## config.mk

```make
export PLATFORM = sky130hd
export DESIGN_NAME = hybrid_branch_predictor
export DESIGN_NICKNAME = d
export VERILOG_FILES = /design/src/rtl/hybrid_branch_predictor.sv
export SDC_FILE = /design/constraint.sdc
export NUM_CORES = 2
export LEC_CHECK = 0
export CORE_MARGIN = 10
export CORE_UTILIZATION = 50
export CTS_CLUSTER_DIAMETER = 40
export DETAILED_ROUTE_END_ITERATION = 7
export PLACE_DENSITY = 0.66
export SLEW_MARGIN = 10
export SYNTH_ARGS = -nofsm -noshare
export SYNTH_HDL_FRONTEND = slang
export SYNTH_SLANG_ARGS = --single-unit
```

## constraint.sdc

```tcl
create_clock -name clk -period 6.6 [get_ports clk]
set_input_delay 0.66 -clock clk [delete_from_list [all_inputs] [get_ports clk]]
set_output_delay 0.66 -clock clk [all_outputs]
set_load 0.05 [all_outputs]
```

## src/rtl/hybrid_branch_predictor.sv

```systemverilog
// rtl/hybrid_branch_predictor.sv - tournament (bimodal/gshare/chooser) predictor with direct-mapped BTB
module hybrid_branch_predictor #(
  parameter int INDEX_BITS     = 6,
  parameter int BTB_INDEX_BITS = 4
) (
  input  logic                  clk,
  input  logic                  rst,
  input  logic [31:0]           pred_pc,
  input  logic                  pred_val,
  output logic                  pred_hit,
  output logic                  pred_taken,
  output logic [31:0]           pred_target,
  output logic [INDEX_BITS-1:0] pred_ghr,
  input  logic                  upd_val,
  input  logic [31:0]           upd_pc,
  input  logic                  upd_is_branch,
  input  logic                  upd_is_jump,
  input  logic                  upd_taken,
  input  logic [31:0]           upd_target,
  input  logic [INDEX_BITS-1:0] upd_ghr
);
  localparam int ENTRIES     = 1 << INDEX_BITS;
  localparam int BTB_ENTRIES = 1 << BTB_INDEX_BITS;
  localparam int TAG_BITS    = 30 - BTB_INDEX_BITS;

  logic [1:0]            bimodal [ENTRIES];
  logic [1:0]            gshare  [ENTRIES];
  logic [1:0]            chooser [ENTRIES];
  logic [INDEX_BITS-1:0] ghr;

  logic [BTB_ENTRIES-1:0] btb_valid;
  logic [BTB_ENTRIES-1:0] btb_is_jump;
  logic [TAG_BITS-1:0]    btb_tag    [BTB_ENTRIES];
  logic [31:0]            btb_target [BTB_ENTRIES];

  function automatic logic [1:0] sat(input logic [1:0] c, input logic up);
    if (up) return (c == 2'd3) ? 2'd3 : c + 2'd1;
    else    return (c == 2'd0) ? 2'd0 : c - 2'd1;
  endfunction

  // Lookup: purely combinational on registered state, no update bypass
  logic [INDEX_BITS-1:0]     l_bidx, l_gidx;
  logic [BTB_INDEX_BITS-1:0] l_eidx;
  logic                      l_dir;

  assign l_bidx = pred_pc[INDEX_BITS+1:2];
  assign l_gidx = l_bidx ^ ghr;
  assign l_eidx = pred_pc[BTB_INDEX_BITS+1:2];
  assign l_dir  = chooser[l_bidx][1] ? gshare[l_gidx][1] : bimodal[l_bidx][1];

  assign pred_hit    = btb_valid[l_eidx] && (btb_tag[l_eidx] == pred_pc[31:BTB_INDEX_BITS+2]);
  assign pred_taken  = pred_val && pred_hit && (btb_is_jump[l_eidx] || l_dir);
  assign pred_target = pred_taken ? btb_target[l_eidx] : pred_pc + 32'd4;
  assign pred_ghr    = ghr;

  logic [INDEX_BITS-1:0]     u_bidx, u_gidx;
  logic [BTB_INDEX_BITS-1:0] u_eidx;
  logic                      u_branch;
  logic [1:0]                u_bim, u_gsh;

  assign u_bidx   = upd_pc[INDEX_BITS+1:2];
  assign u_gidx   = u_bidx ^ upd_ghr;
  assign u_eidx   = upd_pc[BTB_INDEX_BITS+1:2];
  // A resolution flagged as both branch and jump trains as a jump only
  assign u_branch = upd_is_branch && !upd_is_jump;
  assign u_bim    = bimodal[u_bidx];
  assign u_gsh    = gshare[u_gidx];

  logic unused_pc_bits;
  assign unused_pc_bits = ^{pred_pc[1:0], upd_pc[1:0]};

  always_ff @(posedge clk or negedge rst) begin
    if (!rst) begin
      ghr         <= '0;
      btb_valid   <= '0;
      btb_is_jump <= '0;
      for (int i = 0; i < ENTRIES; i++) begin
        bimodal[i] <= 2'd1;
        gshare[i]  <= 2'd1;
        chooser[i] <= 2'd1;
      end
      for (int i = 0; i < BTB_ENTRIES; i++) begin
        btb_tag[i]    <= '0;
        btb_target[i] <= '0;
      end
    end else if (upd_val) begin
      if (u_branch) begin
        bimodal[u_bidx] <= sat(u_bim, upd_taken);
        gshare[u_gidx]  <= sat(u_gsh, upd_taken);
        if (u_bim[1] != u_gsh[1])
          chooser[u_bidx] <= sat(chooser[u_bidx], u_gsh[1] == upd_taken);
        ghr <= {ghr[INDEX_BITS-2:0], upd_taken};
      end
      if (upd_taken && (upd_is_branch || upd_is_jump)) begin
        btb_valid[u_eidx]   <= 1'b1;
        btb_is_jump[u_eidx] <= upd_is_jump;
        btb_tag[u_eidx]     <= upd_pc[31:BTB_INDEX_BITS+2];
        btb_target[u_eidx]  <= upd_target;
      end
    end
  end
endmodule

```

==> results.json <==
{
  "async_flop_share_pct": 100,
  "core_area_sq_mm": 0.128,
  "nNetsFinal": 4656,
  "first_pass_iters": 6,
  "fillers": 9972,
  "wl_per_cell_microns": 27.2,
  "regArea_sq_mm": 0.0340,
  "slew_viol_final": 0,
  "worst_pin_slew_ns": 1.27,
  "fin_crit_sh_pct": 94.0,
  "wirelength_microns": 174000,
  "final_cell_mix": "dfrtp_1 (1,158), mux2_2 (1,026), mux4_2 (394), nand2_1 (360), clkbuf_16 (195)",
  "tns_ns": 0,
  "fin_skew_ns": 0.0320,
  "syn-num-nets": 4580,
  "grt_max_degree": 184,
  "start_util_pct": 50.4,
  "cts_max_level": 4,
  "seq_area_frac_synth_pct": 52.8,
  "fmax_mhz": 161,
  "num_vias": 39300,
  "yosys_warnings": 0,
  "maxCapViolCount": 0,
  "cts_tree": "built",
  "r2r_slack_ns": 2.90,
  "rsz0062_at_grt": "false",
  "clk_pin_slew_ns": 0.05,
  "avgSynthCellArea_sq_um": 14.4,
  "grt.total_usage_pct": 24.4,
  "yosys.area.top_type_share_pct": 44.9,
  "cts-buffers-inserted": 191,
  "ys.flop_type": "dfrtp_1",
  "vdd_ir_drop_max_v": 0.000254,
  "maxSlewHeadroom_pct": 15.1,
  "worstPathMaxFanout": 18,
  "port_buffers": 146,
  "post_cts_buffers": 0,
  "critPathRequiredTime_ns": 5.94,
  "rows": 131,
  "hpwl_microns": 103000,
  "area_growth_pct": 15.7,
  "crit_arrival_ns": 5.55,
  "drc_errors": 0,
  "syn_inst": 4470,
  "synthTopCellsByArea": "dfrtp_1 (45%), mux2_2 (18%), mux4_2 (14%), dfstp_2 (7.8%), nand2_1 (2.2%)",
  "setup-violations-final": 0,
  "grt_pass1_vias": 41100,
  "routed_via_density": 6.17,
  "cts-resized-gates": 0,
  "synth_cell_type_count": 72,
  "drive_above_1_share_pct": 45.9,
  "ys_ff_latch": 1350,
  "num_io_pins": 149,
  "yosysTopAreaCell": "dfrtp_1",
  "worst_r2r_startpoint": "gshare[35]$_DFFE_PN0P_",
  "antenna_violating_nets_post_route": 0,
  "crit_path_end_kind": "output port",
  "synth_edf_count": 0,
  "hold_path_class": "register to register",
  "grt_pass1_wl_microns": 265000,
  "drtIter0Drc": 3309,
  "synth_area_sq_mm": 0.0645,
  "instances_no_fill": 6379,
  "hold_viol_final": 0,
  "cts_root_buf": "clkbuf_16",
  "finalCriticalPeriod_ns": 6.21,
  "critical_path.startpoint": "pred_ghr[0]$_DFFE_PN0P_",
  "multi_input_area_sq_mm": 0.0288,
  "cts.sinks": 1350,
  "die_x_microns": 379,
  "antenna_found_initial": 21,
  "startpoint_type": "register",
  "layout_commonest_cell": "dfrtp_1",
  "path_class": "register to output port",
  "gp_congestion": 0.827,
  "cts_buffer_depth": 3,
  "place_inst": 6014,
  "power_density_mw_per_mm2": 323,
  "insertion_delay_ns": 0.81,
  "hp-start": "btb_valid[6]$_DFFE_PN0P_",
  "die-area_sq_mm": 0.144,
  "leakagePower_nw": 32.4,
  "die-height_microns": 379,
  "grt_overflow": 0,
  "cts_hold_buf": 1,
  "status": "complete, no violations"
}
synthesized netlist by cell type (all sizes together), types with 40 or more instances:
library cell,instances
dfrtp,1158
mux2,1054
mux4,394
nand2,371
buf,194
dfstp,192
o21ai,175
clkbuf,168
nor2,118
a22o,86
mux2i,71
o2bb2ai,64
xnor2,63
nand3,62
a21oi,47
xor2,40
where the power goes:
part           leakage [nW]  internal (mW)  switching [mW]
clock network          3.31           6.73            4.05
logic                  11.8           1.74            1.49
registers              17.2           9.48           0.567
total                  32.4           18.0            6.11
cells by family (layout without fill, tap and decap cells):
logic type | after synthesis | count (layout) | share of synthesized area [%]
xor gates and xnor gates | 103 | 103 | 1.49
and+or+nand+nor | 656 | 656 | 4.36
buffers and inverters | 368 | 609 | 2.78
muxes | 1519 | 1519 | 33.5
DFF | 1350 | 1350 | 52.8
other | 0 | 6 | 0
adders and majority gates | 4 | 4 | 0.0718
AOI/OAI and AO/OA | 470 | 470 | 5.07
state kept, by name, indices dropped and copies added, names as in the netlist:
signal       flops
btb_tag        416
gshare         128
pred_ghr         6
btb_target     512
btb_is_jump     16
btb_valid       16
bimodal        128
chooser        128
area by class of cell:
cell class              instances  share of cell area, %
multi-input cells            2752                   38.7
diodes                          6                 0.0201
clock inverters               120                   2.07
well taps                    1662                   2.79
inverters                       6                 0.0302
clock buffers                 238                   7.10
flip-flops and latches       1350                   45.6
repair buffers                245                   3.68
critical path: stages, from the launching register on:
cell,delay [ns]
dfrtp_1,0.43
xnor2_2,0.80
buf_4,0.34
mux4_2,0.51
a22o_1,0.20
a221oi_1,0.43
mux2i_1,0.17
mux2i_1,0.32
mux2i_1,0.24
o2111a_4,0.49
buf_12,0.26
mux2_4,0.35
buf_12,0.16
through the flow:
step | util [%] | area, sq um | total power [mW] | hold WS, ns | setup slack (ns)
6_report | 58.3 | 74600 | 24.1 | 0.462 | 0.395
5_1_grt | 58.3 | 74600 | 25.0 | 0.474 | 0.125
4_1_cts | 58.3 | 74500 | 24.2 | 0.463 | 0.361
3_5_place_dp | 53.0 | 67700 | 13.4 | 0.445 | 0.713
3_3_place_gp | 53.0 | 67700 | 13.3 | 0.444 | 0.721
2_1_floorplan | - | 64500 | 12.3 | 0.364 | 1.90
layer usage:
metal | global-route usage (%) | part of all wire, % | vias to the layer above
li1 | - | - | 16900
met1 | 33.2 | 43 | 21000
met2 | 38.2 | 47 | 1078
met3 | 5.90 | 6.4 | 336
met4 | 8.44 | 2.9 | 22
met5 | 0 | 0.079 | -
final timing paths:
check / endpoint / depth (start not counted)
max: pred_target[19] / 12
min: btb_valid[6]$_DFFE_PN0P_ / 1
max reg2reg: chooser[112]$_DFFE_PN1P_ / 7
min reg2reg: btb_valid[6]$_DFFE_PN0P_ / 1
max in group asynchronous: btb_target[488]$_DFFE_PN0P_ / 3
min in group asynchronous: chooser[127]$_DFFE_PN0P_ / 2
No activity file was read; power rests on OpenSTA's default activity.
